[src/rtl/muldiv_seq_if.sv]
// muldiv_seq_if: start/busy/done handshake and result bus of the multiply/divide sequencer
interface muldiv_seq_if #(
    parameter int width = 32
);
    logic             start;
    logic [1:0]       op;
    logic [width-1:0] a;
    logic [width-1:0] b;
    logic             busy;
    logic             done;
    logic [width-1:0] hi;
    logic [width-1:0] lo;
    logic             div_zero;

    modport master (output start, op, a, b, input busy, done, hi, lo, div_zero);
    modport slave  (input start, op, a, b, output busy, done, hi, lo, div_zero);
endinterface

[src/rtl/muldiv_seq.sv]
// muldiv_seq: one-bit-per-cycle shift-add multiply / restoring divide; signed MULT/DIV only when MULDIV_SIGNED_EN is defined
module muldiv_seq #(
    parameter int width = 32
) (
    input  logic        clock,
    input  logic        reset,
    muldiv_seq_if.slave bus
);
    localparam int cw = (width > 1) ? $clog2(width) : 1;

    typedef enum logic [2:0] {IDLE, PREP, ITER, FIX, DONE} state_t;

    state_t           state_q, state_d;
    logic [cw-1:0]    cnt_q, cnt_d;
    logic             div_q, div_d;
    logic [width-1:0] a_q, a_d, b_q, b_d;
    logic [width-1:0] acc_hi_q, acc_hi_d, acc_lo_q, acc_lo_d, mcand_q, mcand_d;
    logic [width-1:0] hi_q, hi_d, lo_q, lo_d;
    logic             dz_q, dz_d, busy_q, busy_d, done_q, done_d;
    logic [width-1:0] mag_a, mag_b, fix_hi, fix_lo;
    logic [2:0]       alu_op;
    logic [width:0]   alu_x, alu_y, alu_r, mul_sum;
    logic             alu_neg;
    logic             last;

    assign last = cnt_q == cw'(width - 1);

    // Shared (width+1)-bit ALU: ADD 3'b010, SUB 3'b011; negative is the top bit
    always_comb begin
        alu_r   = (alu_op == 3'b011) ? alu_x - alu_y : alu_x + alu_y;
        alu_neg = alu_r[width];
    end

    // ALU operands: multiply adds the multiplicand to the upper accumulator,
    // divide subtracts the divisor from the remainder after the left shift
    // (the shifted-out remainder bit is kept so large divisors stay exact)
    always_comb begin
        alu_op = div_q ? 3'b011 : 3'b010;
        alu_x  = div_q ? {acc_hi_q, acc_lo_q[width-1]} : {1'b0, acc_hi_q};
        alu_y  = {1'b0, mcand_q};
    end

`ifdef MULDIV_SIGNED_EN
    logic               sgn_q, sgn_d, neg_a, neg_b;
    logic [2*width-1:0] prod;

    // Signed-op select captured together with the operands
    always_comb sgn_d = (state_q == IDLE && bus.start) ? bus.op[1] : sgn_q;

    // Signed-op select register
    always_ff @(posedge clock) sgn_q <= reset ? 1'b0 : sgn_d;

    // Operand magnitudes for PREP; product/quotient/remainder sign restore for FIX
    always_comb begin
        neg_a  = sgn_q & a_q[width-1];
        neg_b  = sgn_q & b_q[width-1];
        mag_a  = neg_a ? -a_q : a_q;
        mag_b  = neg_b ? -b_q : b_q;
        prod   = (neg_a ^ neg_b) ? -{acc_hi_q, acc_lo_q} : {acc_hi_q, acc_lo_q};
        fix_hi = div_q ? (neg_a ? -acc_hi_q : acc_hi_q) : prod[2*width-1:width];
        fix_lo = div_q ? ((neg_a ^ neg_b) ? -acc_lo_q : acc_lo_q) : prod[width-1:0];
    end
`else
    // Unsigned-only build: PREP and FIX pass values straight through
    always_comb begin
        mag_a  = a_q;
        mag_b  = b_q;
        fix_hi = acc_hi_q;
        fix_lo = acc_lo_q;
    end
`endif

    // Next state and datapath updates for IDLE -> PREP -> ITER x width -> FIX -> DONE
    always_comb begin
        state_d  = state_q;
        cnt_d    = cnt_q;
        div_d    = div_q;
        a_d      = a_q;
        b_d      = b_q;
        acc_hi_d = acc_hi_q;
        acc_lo_d = acc_lo_q;
        mcand_d  = mcand_q;
        hi_d     = hi_q;
        lo_d     = lo_q;
        dz_d     = dz_q;
        mul_sum  = acc_lo_q[0] ? alu_r : alu_x;
        case (state_q)
            IDLE: begin
                if (bus.start) begin
                    state_d = PREP;
                    div_d   = bus.op[0];
                    a_d     = bus.a;
                    b_d     = bus.b;
                    dz_d    = 1'b0;
                end
            end
            PREP: begin
                state_d  = ITER;
                acc_hi_d = '0;
                acc_lo_d = div_q ? mag_a : mag_b;
                mcand_d  = div_q ? mag_b : mag_a;
            end
            ITER: begin
                state_d  = last ? FIX : ITER;
                cnt_d    = last ? '0 : cnt_q + 1'b1;
                acc_hi_d = div_q ? (alu_neg ? alu_x[width-1:0] : alu_r[width-1:0]) : mul_sum[width:1];
                acc_lo_d = div_q ? {acc_lo_q[width-2:0], ~alu_neg} : {mul_sum[0], acc_lo_q[width-1:1]};
            end
            FIX: begin
                state_d = DONE;
                dz_d    = div_q && b_q == '0;
                hi_d    = (div_q && b_q == '0) ? a_q : fix_hi;
                lo_d    = (div_q && b_q == '0) ? '1 : fix_lo;
            end
            default: state_d = IDLE;
        endcase
        busy_d = state_d != IDLE;
        done_d = state_d == DONE;
    end

    // State and datapath registers with synchronous reset
    always_ff @(posedge clock) begin
        if (reset) begin
            state_q  <= IDLE;
            cnt_q    <= '0;
            div_q    <= 1'b0;
            a_q      <= '0;
            b_q      <= '0;
            acc_hi_q <= '0;
            acc_lo_q <= '0;
            mcand_q  <= '0;
            hi_q     <= '0;
            lo_q     <= '0;
            dz_q     <= 1'b0;
            busy_q   <= 1'b0;
            done_q   <= 1'b0;
        end else begin
            state_q  <= state_d;
            cnt_q    <= cnt_d;
            div_q    <= div_d;
            a_q      <= a_d;
            b_q      <= b_d;
            acc_hi_q <= acc_hi_d;
            acc_lo_q <= acc_lo_d;
            mcand_q  <= mcand_d;
            hi_q     <= hi_d;
            lo_q     <= lo_d;
            dz_q     <= dz_d;
            busy_q   <= busy_d;
            done_q   <= done_d;
        end
    end

    assign bus.busy     = busy_q;
    assign bus.done     = done_q;
    assign bus.hi       = hi_q;
    assign bus.lo       = lo_q;
    assign bus.div_zero = dz_q;
endmodule
[src/flat_wrapper.sv]
// flat-port wrapper written by rule: the top's interface ports become plain ports
module muldiv_seq_flat 
#(
    parameter int width = 32
)
  (clock, reset, bus_start, bus_op, bus_a, bus_b, bus_busy, bus_done, bus_hi, bus_lo, bus_div_zero);
  muldiv_seq_if #(.width(width)) bus_i ();
  input  logic clock;
  input  logic reset;
  input wire logic [$bits(bus_i.start)-1:0] bus_start;
  input wire logic [$bits(bus_i.op)-1:0] bus_op;
  input wire logic [$bits(bus_i.a)-1:0] bus_a;
  input wire logic [$bits(bus_i.b)-1:0] bus_b;
  output wire logic [$bits(bus_i.busy)-1:0] bus_busy;
  output wire logic [$bits(bus_i.done)-1:0] bus_done;
  output wire logic [$bits(bus_i.hi)-1:0] bus_hi;
  output wire logic [$bits(bus_i.lo)-1:0] bus_lo;
  output wire logic [$bits(bus_i.div_zero)-1:0] bus_div_zero;
  assign bus_i.start = bus_start;
  assign bus_i.op = bus_op;
  assign bus_i.a = bus_a;
  assign bus_i.b = bus_b;
  assign bus_busy = bus_i.busy;
  assign bus_done = bus_i.done;
  assign bus_hi = bus_i.hi;
  assign bus_lo = bus_i.lo;
  assign bus_div_zero = bus_i.div_zero;
  muldiv_seq #(.width(width)) u_core (.clock(clock), .reset(reset), .bus(bus_i));
endmodule
[config.mk]
export PLATFORM = sky130hd
export DESIGN_NAME = muldiv_seq_flat
export DESIGN_NICKNAME = d
export VERILOG_FILES = /design/src/rtl/muldiv_seq_if.sv /design/src/rtl/muldiv_seq.sv /design/src/flat_wrapper.sv
export SDC_FILE = /design/constraint.sdc
export NUM_CORES = 1
export LEC_CHECK = 0
export CAP_MARGIN = 40
export CORE_MARGIN = 2
export CORE_UTILIZATION = 30
export DETAILED_ROUTE_END_ITERATION = 12
export GPL_TIMING_DRIVEN = 1
export PLACE_DENSITY = 0.59
export SETUP_SLACK_MARGIN = 0.05
export SLEW_MARGIN = 20
export SYNTH_ARGS = -nofsm -noshare
export SYNTH_HDL_FRONTEND = slang
export SYNTH_SLANG_ARGS = --single-unit
[constraint.sdc]
create_clock -name clock -period 4.35 [get_ports clock]
set_input_delay 0.435 -clock clock [delete_from_list [all_inputs] [get_ports clock]]
set_output_delay 0.435 -clock clock [all_outputs]
set_load 0.05 [all_outputs]
# After elaboration in Yosys (flattened, before gate mapping)
# Index checks and enable logic that the tools add are counted.
dict set report word_totals {
  register_bits 236
  in_bits 69
  out_inout_bits 67
  elab_cells 51
}
dict set report classes {
  n_addsub 3
  n_eq_ne 7
  n_mux 19
  bitwise 1
  reduce_logical 8
}
# operator n
set op_table {}
lappend op_table {{32-bit two-way mux} 7}
lappend op_table {{32-bit one-hot mux with 2 select lines} 2}
lappend op_table {{33-bit two-way mux} 3}
lappend op_table {{33-bit by 32-bit adder with 33-bit output} 1}
lappend op_table {{33-bit by 32-bit subtractor with 33-bit output} 1}
lappend op_table {{32-bit zero test} 1}
lappend op_table {{3-bit one-hot mux with 4 select lines} 1}
lappend op_table {{3-bit by 2-bit equality test with 1-bit output, second input constant} 2}
lappend op_table {{5-bit by 1-bit adder with 5-bit output, second input constant} 1}
lappend op_table {{5-bit equality test, second input constant} 1}
lappend op_table {{5-bit two-way mux} 1}
lappend op_table {{2-bit AND reduction} 2}
lappend op_table {{2-bit nonzero test} 2}
lappend op_table {{3-bit by 1-bit equality test with 1-bit output, second input constant} 1}
lappend op_table {{3-bit equality test, second input constant} 1}
lappend op_table {{3-bit zero test} 1}
lappend op_table {{1-bit two-way mux} 3}
lappend op_table {{3-bit two-way mux} 1}
lappend op_table {{3-bit nonzero test} 1}
lappend op_table {{2-bit equality test, second input constant} 1}
lappend op_table {{2-bit inequality test, second input constant} 1}
lappend op_table {{1-bit one-hot mux with 2 select lines} 1}
lappend op_table {{1-bit logical AND} 1}
lappend op_table {{1-bit NOT} 1}

# Logic depth before layout (Yosys ltp)
dict set report logic_depth {
  depth_word 6
  depth_mapped 19
  ltp_nobuf 17
}

# Worst setup path after synthesis
# Ideal clock, no wire load.
dict set report synth_timing {
  path_kind {register to register}
  start {reg u_core.div_q}
  end {reg u_core.acc_hi_q[24]}
  setup_time_ns 0.122
  arrival_time_ns 4.196
  required_time_ns 4.228
  slack_ns 0.032
  stages_incl_launch_ff 14
  path_buffers 3
  period_less_slack_ns 4.318
  path_cell_list {dfxtp_1 -> clkbuf_1 -> clkbuf_1 -> clkbuf_1 -> mux2_2 -> ha_1 -> a21oi_2 -> o21a_4 -> a2111o_1 -> a31oi_4 -> o21ai_4 -> xnor2_4 -> mux2_2 -> a221o_1}
}
dict set report synth_between {
  elab_chain_len 6
  word_cells_on_any_way 10
  classes_between {add/sub (2); eq/ne (1); mux (7)}
}
# element line
set synth_lines {}
lappend synth_lines {{start: declaration} muldiv_seq.sv:15} ;# logic div_q, div_d;
lappend synth_lines {{start signal: assignment} muldiv_seq.sv:140} ;# div_q <= div_d;
lappend synth_lines {{33-bit two-way mux or 1-bit two-way mux (tied branches)} {muldiv_seq.sv:39, muldiv_seq.sv:38}}
lappend synth_lines {{33-bit by 32-bit adder with 33-bit output (tied with other cells)} muldiv_seq.sv:30} ;# alu_r = (alu_op == 3'b011) ? alu_x - alu_y : alu_x + alu_y;
lappend synth_lines {{33-bit two-way mux} muldiv_seq.sv:30}
lappend synth_lines {{33-bit two-way mux or 32-bit two-way mux (tied branches)} {muldiv_seq.sv:86, muldiv_seq.sv:106}}
lappend synth_lines {{32-bit two-way mux (*)} muldiv_seq.sv:106} ;# acc_hi_d = div_q ? (alu_neg ? alu_x[width-1:0] : alu_r[width-1:0]) : mul_sum[width:1];
lappend synth_lines {{32-bit one-hot mux with 2 select lines (*)} muldiv_seq.sv:87} ;# case (state_q)
lappend synth_lines {{end signal: assignment} muldiv_seq.sv:143} ;# acc_hi_q <= acc_hi_d;
lappend synth_lines {{end: declaration} muldiv_seq.sv:17} ;# logic [width-1:0] acc_hi_q, acc_hi_d, acc_lo_q, acc_lo_d, mcand_q, mcand_d;
# Mark *: on every way between the ends. The rest lies on a longest branch, timed or not.
# A chain may end at the register's enable or synchronous reset.

# Worst setup path after layout
dict set report layout_timing {
  start {reg u_core.mcand_q[5]}
  end {reg u_core.acc_hi_q[20]}
}
dict set report layout_between {
  elab_chain_len 5
  word_cells_on_any_way 7
  classes_between {add/sub (2); mux (5)}
}
# element line
set layout_lines {}
lappend layout_lines {{start: declaration} muldiv_seq.sv:17}
lappend layout_lines {{start signal: assignment} muldiv_seq.sv:145} ;# mcand_q <= mcand_d;
lappend layout_lines {{33-bit by 32-bit adder with 33-bit output or 33-bit by 32-bit subtractor with 33-bit output (tied branches)} muldiv_seq.sv:30}
lappend layout_lines {{33-bit two-way mux (*)} muldiv_seq.sv:30}
lappend layout_lines {{33-bit two-way mux or 32-bit two-way mux (tied branches)} {muldiv_seq.sv:86, muldiv_seq.sv:106}}
lappend layout_lines {{32-bit two-way mux (*)} muldiv_seq.sv:106}
lappend layout_lines {{32-bit one-hot mux with 2 select lines (*)} muldiv_seq.sv:87}
# Marks and branches as above.

==> run summary <==
Status = complete, no violations
GP Congestion = 0.874
Slowest Stage Delay on Critical Path = 0.34 ns
DR vias = 12238
Sw Share = 32.3%
Clock Latency Late Sink = 0.55 ns
Die Wd = 215 um
CORE AREA = 0.0441 mm^2
Comb pwr share = 27.8%
Pint = 4.27 mW
Post-DP HPWL = 30200 um
Number of synthesized flops with an enable pin = 0
Compound-Gate Fraction of Synth Area = 19.8%
Most used cell, CP = and3_4
Critical-path cell list = nor4_4, nor4b_4, and3_4, and3_4, and3_4, a21oi_2, xnor2_1, ha_1, a211oi_2, o21ai_1, a31oi_1, nand4b_1, o21ai_4, xnor2_4, buf_12, buf_12, mux2i_2, mux2i_1, a22o_1
Htree depth = 1
Post-DRT Antenna Nets = 0
CTS tree = yes
Normalized max-slew margin = 44.9%
MaxCap Viol Count = 0
Fin Clk Skew = 0.0327 ns
Die area = 0.0463 mm^2
Worst hold endpoint = u_core.b_q[17]
Multi-input logic area = 0.00822 mm^2
Share of power burned in registers = 38.6%
Total Neg Setup Slack = 0 ns
Hold buffers post-CTS = 0
R2R Setup Slk = 0.13 ns
Period Utilization, post-route = 97.0%
Slowest CP cell = ha_1
Die height = 215 um
Worst reg2reg endpoint = u_core.acc_hi_q[20]
Synth warnings = 0
Setup CP Type = reg -> reg
Worst hold path type = in -> reg
Final Max Tran Viols = 0
Worst Hold Launch = reset
Asr flop ratio synth = 0%
Drt first pass iters = 6
Design Area, Final = 0.0167 mm^2
Net Sw Power = 2.04 mW
Area after DPL = 0.0156 mm^2
Initial Util = 30.3%
Area leader, netlist = dfxtp_1
Max Root-Sink Buffers = 3
Layout cell share with drive strength beyond 1 = 11.9%
Register area share after synthesis = 35.3%
Residual DRC count = 0
Antenna cells = 0
Layout net count = 1832
Grt ovf = 0
Tmin final = 4.22 ns
Worst slew pin tran = 0.826 ns
Seq cells post-synth = 236
Final hold vios = 0
CTS Buf Count = 25
Synthesized area = 0.0134 mm^2
Reg2reg start = u_core.mcand_q[5]
Critical-path maximum fanout = 6
First-pass GRT wire length = 65400 um
WP buf/inv = 2
Clock share of power = 33.7%
Fmax = 0.237 GHz
Adder-cell share of the synthesized area = 3.52%
Multiplexer area fraction after synthesis = 15.6%
Synth Instances = 1602
Largest family of logic cells by synthesized area = compound AO/OA/AOI/OAI gates
Simple logic cell fraction of the synthesized area = 17.4%
Critical Path RT = 4.80 ns
Drt first-iter violations = 825
Clock slew at reported path FFs = 0.06 ns
CP Data Arrival Time = 4.67 ns
Clock Sinks = 236
Drt total wl = 41300 um
Initial antenna violation count = 0
Syn_nets = 1708
Peak supply drop = 0.000279 V
Post-synthesis cell type count = 75
Synthesis-to-finish area growth = 24.6%
Wirelength per Cell = 17.7 um
Area contributors post-synth = dfxtp_1 (35%), mux2i_1 (12%), nand2_1 (5.7%)
Fillers = 4547
Vias in the first global route = 11844
Most common cell after layout, fill and taps aside = dfxtp_1
Most frequent cells in the layout = dfxtp_1 (233), nand2_1 (202), mux2i_1 (165)
Pwr/cell area = 379 mW/mm^2
Gr usage total = 17.2%
Startpoint types = register
Storage element area = 0.00473 mm^2
Synth top area share = 35.3%
R2R cell count = 19
Top_reg_cell synth = dfxtp_1
Synthesized area per cell = 8.35 um^2
Critical Path Sink Type = register
Final core utilization = 37.8%
Largest net degree at the start of global routing = 79
Root buffer cell = clkbuf_16
Final setup violation count = 0
XOR/XNOR Fraction of Synth Area = 4.14%
Static Leak = 5.88 nW
Hold depth = 2
Port bufs = 134
Unrepaired setup endpoints after global routing = yes
Row Count = 77
Critical path's top delay family = simple AND/OR/NAND/NOR gates
Power Total = 6.31 mW
IO Pins = 136
Vias per cell = 5.25
## cell type report
type / instances / area share (%)
Tap cell: 592 / 4.45
Inverter: 19 / 0.428
Clock inverter: 10 / 0.698
Timing Repair Buffer: 219 / 12.6
Multi-Input combinational cell: 1225 / 49.3
Clock buffer: 32 / 4.09
Sequential cell: 236 / 28.4
## routing by layer
layer	track usage [%]	vias to the layer above	share of wire, %
met5	0	-	0
li1	-	6067	-
met4	4.99	0	2.2
met3	1.85	60	4.2
met2	27.6	314	45
met1	24.4	5797	49
## metrics by stage
step	instances	hold slack, ns	setup slack [ns]
final	2333	0.332	0.133
after global routing	2333	0.374	-0.0548
after floorplan	1602	0.440	0.132
after detailed placement	2281	0.462	-0.0748
after global placement	2279	0.451	0.00386
after CTS	2326	0.325	0.0567
## synth_stat cells (all sizes together), types with 3 or more instances
library cell,instances
dfxtp,236
nand2,203
mux2i,166
nor2,153
a21oi,144
clkbuf,93
nor3,81
a211oi,74
xnor2,49
mux2,38
o21ai,38
ha,36
o21a,32
buf,29
a221oi,22
a31oi,19
inv,18
nand3,14
o221ai,14
nor4,13
and3,12
o22ai,12
xor2,12
o211ai,10
nand4,9
a21o,6
nand2b,5
nand3b,5
a22o,4
nor4b,4
o31ai,4
or4,4
a211o,3
and2,3
nor2b,3
o21bai,3
## worst reg2reg max path, delay by kind of cell, from the launching register on
kind	cells	cell delay, ns
buffers and inverters	2	0.28
XOR/XNOR	2	0.31
flip-flops	1	0.33
AND/OR/NAND/NOR	6	1.44
AO/OA/AOI/OAI	6	1.10
adder cells (fa/ha/maj)	1	0.34
multiplexers	2	0.32
## kinds of logic after synthesis
group                      after synthesis
AOI/OAI and AO/OA                      402
and+or+nand+nor                        521
xor gates and xnor gates                61
adders and majority gates               37
muxes                                  204
DFF                                    236
buffers and inverters                  141
## sequential cells by signal, summed over array words and instances (netlist names)
register,flops
u_core.bus.lo,32
u_core.a_q,32
u_core.bus.busy,1
u_core.state_q,3
u_core.bus.div_zero,1
u_core.cnt_q,5
u_core.mcand_q,32
u_core.acc_lo_q,32
u_core.bus.done,1
u_core.b_q,32
u_core.bus.hi,32
u_core.acc_hi_q,32
u_core.div_q,1
## worst max path at each step
stage | to | cells past startpoint | from
after floorplan | u_core.acc_hi_q[24] | 14 | u_core.div_q
after CTS | u_core.acc_hi_q[24] | 16 | u_core.mcand_q[2]
final | u_core.acc_hi_q[20] | 19 | u_core.mcand_q[5]
after global routing | u_core.acc_hi_q[20] | 19 | u_core.mcand_q[5]
after global placement | u_core.acc_hi_q[30] | 17 | u_core.mcand_q[2]
after detailed placement | u_core.acc_hi_q[30] | 17 | u_core.mcand_q[2]
## power groups by stage
stage	Sequential [mW]	Combinational (mW)	Clock (mW)
final	2.43	1.75	2.12
after global routing	2.45	1.92	2.26
after CTS	2.43	1.69	2.17
after detailed placement	2.48	1.67	0
after global placement	2.47	1.64	0
after floorplan	2.47	1.11	0
## what timing repair did
action / in CTS / in global routing
pin swaps: 3 / 21
cloned: 0 / 1
endpoints found under the setup margin: 11 / 33
buffers inserted: 3 / 5
resized for setup: 7 / 26
No activity file was read; power rests on OpenSTA's default activity.
